### src/rtl/ysyx_23060180_lsu.sv
`default_nettype none
// ============================================================================
// Module   : ysyx_23060180_lsu
// Brief    : RV32 load/store unit. Accepts one load/store per handshake,
//            drives a word-addressed memory bus with byte-lane masks, waits
//            for grant / read data, and returns one response per request
//            with extended load data, echoed rd, or an error flag.
// Option   : YSYX_23060180_LSU_MISALIGN_TRAP_EN -- when defined, misaligned
//            half/word accesses are rejected with resp_err; when undefined
//            they proceed with the address forced to natural alignment.
// Revision : 1.0 - initial release
// ============================================================================
module ysyx_23060180_lsu #(
  parameter int TIMEOUT_CYCLES = 255
) (
  input  logic        clk,
  input  logic        rstn_in,
  // request from execute stage
  input  logic        req_valid,
  output logic        req_ready,
  input  logic        req_we,
  input  logic [2:0]  req_func3,
  input  logic [31:0] req_addr,
  input  logic [31:0] req_wdata,
  input  logic [4:0]  req_rd,
  // response to the core
  output logic        resp_valid,
  output logic [31:0] resp_rdata,
  output logic [4:0]  resp_rd,
  output logic        resp_err,
  // data memory bus
  output logic        mem_req,
  output logic        mem_we,
  output logic [31:0] mem_addr,
  output logic [31:0] mem_wdata,
  output logic [3:0]  mem_wmask,
  input  logic        mem_gnt,
  input  logic        mem_rvalid,
  input  logic [31:0] mem_rdata
);

  typedef enum logic [1:0] {
    S_IDLE = 2'd0,
    S_REQ  = 2'd1,
    S_WAIT = 2'd2,
    S_RESP = 2'd3
  } state_t;

  // Last count value before the access is abandoned.
  localparam logic [7:0] c_timeout_last = 8'(TIMEOUT_CYCLES - 1);

  state_t      r_state;
  logic        r_we;
  logic [2:0]  r_func3;
  logic [1:0]  r_off;
  logic [4:0]  r_rd;
  logic [7:0]  r_cnt;

  logic        w_is_half;
  logic        w_is_word;
  logic        w_func3_ok;
  logic        w_misaligned;
  logic        w_accept;
  logic        w_accept_err;
  logic        w_timeout;
  logic [1:0]  w_off;
  logic [3:0]  w_wmask;
  logic [31:0] w_wdata;
  logic [31:0] w_lane;
  logic [31:0] w_load_data;

  assign w_accept     = req_valid && req_ready;
  assign w_accept_err = !w_func3_ok || w_misaligned;
  // Compare with >= so a load that is granted on the last allowed REQ cycle
  // still times out in WAIT instead of wrapping the counter.
  assign w_timeout    = (r_cnt >= c_timeout_last);

  // Decode the incoming request: legality, alignment, lane offset and store lanes
  always_comb begin
    w_is_half = (req_func3[1:0] == 2'b01);
    w_is_word = (req_func3[1:0] == 2'b10);

    // Stores: only SB/SH/SW. Loads: LB/LH/LW/LBU/LHU.
    if (req_we) begin
      w_func3_ok = (req_func3[2] == 1'b0) && (req_func3[1:0] != 2'b11);
    end else begin
      w_func3_ok = (req_func3 != 3'b011) && (req_func3[2:1] != 2'b11);
    end

`ifdef YSYX_23060180_LSU_MISALIGN_TRAP_EN
    w_misaligned = (w_is_half && req_addr[0]) ||
                   (w_is_word && (req_addr[1:0] != 2'b00));
`else
    w_misaligned = 1'b0;
`endif

    // Byte offset forced to natural alignment; identical to addr[1:0] for
    // every aligned access, so it is also correct in the trapping build.
    if (w_is_word) begin
      w_off = 2'b00;
    end else if (w_is_half) begin
      w_off = {req_addr[1], 1'b0};
    end else begin
      w_off = req_addr[1:0];
    end

    case (req_func3[1:0])
      2'b00: begin
        w_wmask = 4'b0001 << w_off;
        w_wdata = {4{req_wdata[7:0]}};
      end
      2'b01: begin
        w_wmask = 4'b0011 << w_off;
        w_wdata = {2{req_wdata[15:0]}};
      end
      default: begin
        w_wmask = 4'hF;
        w_wdata = req_wdata;
      end
    endcase
  end

  // Select the addressed lane of the read word and extend it per funct3
  always_comb begin
    w_lane = mem_rdata >> {r_off, 3'b000};
    case (r_func3)
      3'b000:  w_load_data = {{24{w_lane[7]}}, w_lane[7:0]};
      3'b001:  w_load_data = {{16{w_lane[15]}}, w_lane[15:0]};
      3'b100:  w_load_data = {24'd0, w_lane[7:0]};
      3'b101:  w_load_data = {16'd0, w_lane[15:0]};
      default: w_load_data = w_lane;
    endcase
  end

  // Access sequencer: owns the state and registers every bus and response output
  always_ff @(posedge clk or negedge rstn_in) begin
    if (!rstn_in) begin
      r_state    <= S_IDLE;
      req_ready  <= 1'b0;
      resp_valid <= 1'b0;
      resp_rdata <= 32'd0;
      resp_rd    <= 5'd0;
      resp_err   <= 1'b0;
      mem_req    <= 1'b0;
      mem_we     <= 1'b0;
      mem_addr   <= 32'd0;
      mem_wdata  <= 32'd0;
      mem_wmask  <= 4'd0;
      r_we       <= 1'b0;
      r_func3    <= 3'd0;
      r_off      <= 2'd0;
      r_rd       <= 5'd0;
      r_cnt      <= 8'd0;
    end else begin
      resp_valid <= 1'b0;
      case (r_state)
        S_IDLE: begin
          if (w_accept) begin
            req_ready <= 1'b0;
            r_we      <= req_we;
            r_func3   <= req_func3;
            r_off     <= w_off;
            r_rd      <= req_rd;
            r_cnt     <= 8'd0;
            if (w_accept_err) begin
              // Rejected before touching the bus.
              r_state    <= S_RESP;
              resp_valid <= 1'b1;
              resp_err   <= 1'b1;
              resp_rdata <= 32'd0;
              resp_rd    <= req_we ? 5'd0 : req_rd;
            end else begin
              r_state   <= S_REQ;
              mem_req   <= 1'b1;
              mem_we    <= req_we;
              mem_addr  <= {req_addr[31:2], 2'b00};
              mem_wdata <= req_we ? w_wdata : 32'd0;
              mem_wmask <= req_we ? w_wmask : 4'd0;
            end
          end else begin
            req_ready <= 1'b1;
          end
        end

        S_REQ: begin
          if (mem_gnt) begin
            mem_req   <= 1'b0;
            mem_we    <= 1'b0;
            mem_addr  <= 32'd0;
            mem_wdata <= 32'd0;
            mem_wmask <= 4'd0;
            if (r_we) begin
              r_state    <= S_RESP;
              resp_valid <= 1'b1;
              resp_err   <= 1'b0;
              resp_rdata <= 32'd0;
              resp_rd    <= 5'd0;
            end else begin
              r_state <= S_WAIT;
              r_cnt   <= r_cnt + 8'd1;
            end
          end else if (w_timeout) begin
            // Grant never came: withdraw the request and report an error.
            mem_req    <= 1'b0;
            mem_we     <= 1'b0;
            mem_addr   <= 32'd0;
            mem_wdata  <= 32'd0;
            mem_wmask  <= 4'd0;
            r_state    <= S_RESP;
            resp_valid <= 1'b1;
            resp_err   <= 1'b1;
            resp_rdata <= 32'd0;
            resp_rd    <= r_we ? 5'd0 : r_rd;
          end else begin
            r_cnt <= r_cnt + 8'd1;
          end
        end

        S_WAIT: begin
          if (mem_rvalid) begin
            r_state    <= S_RESP;
            resp_valid <= 1'b1;
            resp_err   <= 1'b0;
            resp_rdata <= w_load_data;
            resp_rd    <= r_rd;
          end else if (w_timeout) begin
            r_state    <= S_RESP;
            resp_valid <= 1'b1;
            resp_err   <= 1'b1;
            resp_rdata <= 32'd0;
            resp_rd    <= r_rd;
          end else begin
            r_cnt <= r_cnt + 8'd1;
          end
        end

        S_RESP: begin
          // Response was presented for exactly this cycle; reopen for requests.
          r_state    <= S_IDLE;
          req_ready  <= 1'b1;
          resp_err   <= 1'b0;
          resp_rdata <= 32'd0;
          resp_rd    <= 5'd0;
        end

        default: begin
          r_state <= S_IDLE;
        end
      endcase
    end
  end

endmodule
`default_nettype wire

### config.mk
export PLATFORM = sky130hd
export DESIGN_NAME = ysyx_23060180_lsu
export DESIGN_NICKNAME = d
export VERILOG_FILES = /design/src/rtl/ysyx_23060180_lsu.sv
export SDC_FILE = /design/constraint.sdc
export NUM_CORES = 1
export LEC_CHECK = 0
export ABC_AREA = 1
export BUFFER_PORTS_ARGS = -buffer_cell sky130_fd_sc_hd__buf_2
export CAP_MARGIN = 25
export CORE_MARGIN = 5
export CORE_UTILIZATION = 30
export DETAILED_ROUTE_END_ITERATION = 7
export RECOVER_POWER = 100
export SLEW_MARGIN = 20
export SYNTH_ARGS = -nofsm -noshare
export SYNTH_HDL_FRONTEND = slang
export SYNTH_SLANG_ARGS = --single-unit
### constraint.sdc
create_clock -name clk -period 1.75 [get_ports clk]
set_input_delay 0.2625 -clock clk [delete_from_list [all_inputs] [get_ports clk]]
set_output_delay 0.2625 -clock clk [all_outputs]
set_load 0.02 [all_outputs]
==> impl_metrics.py <==
metrics = {
    "worst_setup_path": {
        "r2r.worst_path.cells": 11,
        "startpoint_type": "flip-flop",
        "critPathMaxFanout": 6,
        "cp.arrival_ns": 2.12,
        "crit_required_ns": 2.11,
        "cp_cell_sequence": "inv_2 > ha_4 > inv_2 > nor2_4 > inv_2 > o22ai_4 > nand2_8 > nor2_4 > clkbuf_16 > nand2_4 > nand2_2",
        "crit_path_end_kind": "flip-flop",
        "path_class": "flip-flop to flip-flop",
        "slowest_delay_ns": 0.39,
        "crit_slowest_cell": "dfrtp_1",
        "cp_common_cell": "inv_2",
    },
    "detailed_routing": {
        "drtAntennaViolNets": 0,
        "wl_met3_mm": 1.300,
        "vias_per_cell": 4.720,
        "drtIter0Drc": 417,
        "dr.pass1.iters": 5,
        "wl_met2_mm": 11.46,
        "wl_per_cell_um": 15.35,
        "wl_met1_mm": 10.78,
        "routed_wl_mm": 24.16,
        "drc_errors": 0,
        "via_count": 7430,
        "routed.top_layer": "met4",
    },
    "final_layout": {
        "final_util_pct": 42.21,
        "design_area_sq_um": 9907,
        "fillerInstances": 2408,
        "regArea_sq_um": 3229,
        "final_cells": 1574,
        "multiInputGateArea_sq_um": 3771,
        "final_cell_mix": "435 x nand2_1, 128 x dfrtp_1, 117 x buf_2",
        "areaGrowthSynthToFinish_pct": 38.55,
        "final_common_cell": "nand2_1",
        "drive_gt1_share_pct": 25.34,
        "nNetsFinal": 1360,
        "antenna_cells": 0,
    },
    "sta": {
        "drv_slew": 0,
        "hold_violations": 0,
        "period_minus_slack_ns": 1.762,
        "max_freq_ghz": 0.5674,
        "setup_viol": 1,
        "worst_pin_slew_ns": 1.018,
        "period_share_pct": 100.7,
        "rsz0062_at_grt": "yes",
        "layout_setup_ws_ns": -0.01243,
        "skew_ns": 0.01643,
        "slew_headroom_pct": 32.13,
        "setup-tns-final_ns": -0.01243,
        "timing.hold.ws_ns": 0.06649,
    },
    "worst_hold_path": {
        "hold-path-cell-count": 3,
        "hp-class": "primary input to flip-flop",
    },
    "global_route": {
        "gr-total-overflow": 0,
        "antenna_found_initial": 0,
        "grt_max_degree": 64,
        "grt_pass1_vias": 6907,
        "grt_pass1_wl_mm": 36.56,
        "track_usage_pct": 17.08,
    },
    "floorplanning": {
        "core_sq_um": 23470,
        "rows": 56,
        "die_y_um": 164.4,
        "die_area_sq_um": 27020,
        "die_w_um": 164.4,
        "ios": 220,
        "start_util_pct": 30.46,
    },
    "clock_tree": {
        "ctsLongestPathBuffers": 2,
        "cts_sinks": 129,
        "htreeDepth": 4,
        "cts_inserted_buffers": 17,
        "cts_tree": "done",
        "path_clk_slew_ns": 0.06,
        "clock-root-buffer": "clkbuf_16",
        "clk_latency_ns": 0.43,
    },
    "placement": {
        "gp_congestion": 0.8771,
        "preCtsSetupSlack_ns": -0.1098,
        "portBuffers": 217,
        "placed_area_sq_um": 8984,
        "hpwl_mm": 17.42,
        "dpl.cell_count": 1529,
    },
    "yosys": {
        "synth-seq-cells": 129,
        "ys_async_sr_fraction_pct": 100.0,
        "syn_area_sq_um": 7151,
        "synth_flop_cell": "dfrtp_1",
        "netlist_instances": 983,
        "synth_edf_count": 0,
        "yosysSeqAreaShare_pct": 45.14,
        "yosysWarnings": 0,
        "synth.avg_cell_area_sq_um": 7.274,
        "synthDistinctLibCells": 42,
    },
    "pwr": {
        "p_total_mw": 18.32,
        "vdd_drop_max_uv": 881.1,
        "leakagePower_nw": 5.066,
        "p_per_area_nw_per_um2": 1849,
    },
    "outcome": {
        "violations": "setup timing",
        "status": "finished with violations",
    },
    "run": {
        "maxCapViolations": 0,
    },
}
==> path summary, 6_finish.rpt <==
kind	from	end	slack, ns
min in group asynchronous	rstn_in	mem_addr[15]	0.55
min reg2reg	mem_wmask[3]	mem_wmask[3]	0.48
max in group asynchronous	rstn_in	r_off[0]	0.23
max reg2reg	r_state[1]	mem_wdata[21]	-0.01
min	req_wdata[6]	mem_wdata[6]	0.07
max	r_state[1]	mem_wdata[21]	-0.01
==> final cells by class <==
type,count,share of cell area (%)
multi-input cells,750,38.07
flip-flops and latches,129,32.60
repair buffers,292,17.40
clock buffers,17,4.294
well taps,319,4.029
inverters,52,2.021
clock inverters,15,1.591
==> logic make-up (layout without fill, tap and decap cells) <==
kind of cell	Yosys count	after routing	share of synthesized area (%)
AOI/OAI and AO/OA	165	165	13.53
xor gates and xnor gates	1	1	0.1225
adders and majority gates	8	8	1.400
buffers and inverters	107	376	6.929
DFF	129	129	45.14
other	1	2	0.05244
and+or+nand+nor	572	574	32.83
==> flip-flops by register name, summed over array words and instances, names as in the netlist, 2 cells and up <==
| name | count |
|---|---|
| mem_addr | 30 |
| mem_wmask | 4 |
| mem_wdata | 32 |
| r_state | 2 |
| r_off | 2 |
| r_rd | 5 |
| r_cnt | 8 |
| resp_rdata | 32 |
| resp_rd | 5 |
| r_func3 | 3 |
==> cells in the mapped netlist (7+ instances only) <==
cell	count	area, sq um
nand2_1	459	1723
clkbuf_1	17	63.81
o211ai_1	7	52.55
nand3_1	66	330.3
nor2_1	20	75.07
o21ai_0	99	495.5
dfrtp_1	129	3228
inv_2	11	41.29
or2_2	7	43.79
a21oi_1	13	65.06
o31ai_1	11	82.58
buf_2	21	105.1
inv_1	41	153.9
ha_1	8	100.1
a32oi_1	7	61.31
==> critical path: cells and delay by family (launching register included) <==
family                     cells  cell delay (ns)
AOI/OAI and AO/OA              1             0.16
adders and majority gates      1             0.16
buffers and inverters          4             0.44
DFF                            1             0.39
and+or+nand+nor                5             0.54
==> repair_timing <==
| item | 4_1_cts | 5_1_grt |
|---|---|---|
| hold buffers | 1 | 0 |
| resized for setup | 8 | 86 |
| setup endpoints to repair | 42 | 114 |
| pin swaps | 0 | 24 |
| endpoints found under the hold margin | 37 | 0 |
| buffers inserted | 0 | 8 |
| cloned | 0 | 4 |
==> where the power goes <==
part | internal (mW) | switching [mW]
combinational | 3.58 | 6.44
sequential | 4.04 | 0.689
clock | 2.03 | 1.55
==> layer usage <==
metal	GRT usage, %	vias to the layer above
met5	0	-
met4	6.881	0
met3	3.544	37
met2	26.78	231
met1	23.13	3461
li1	-	3701
(Power assumes the default switching activity.)
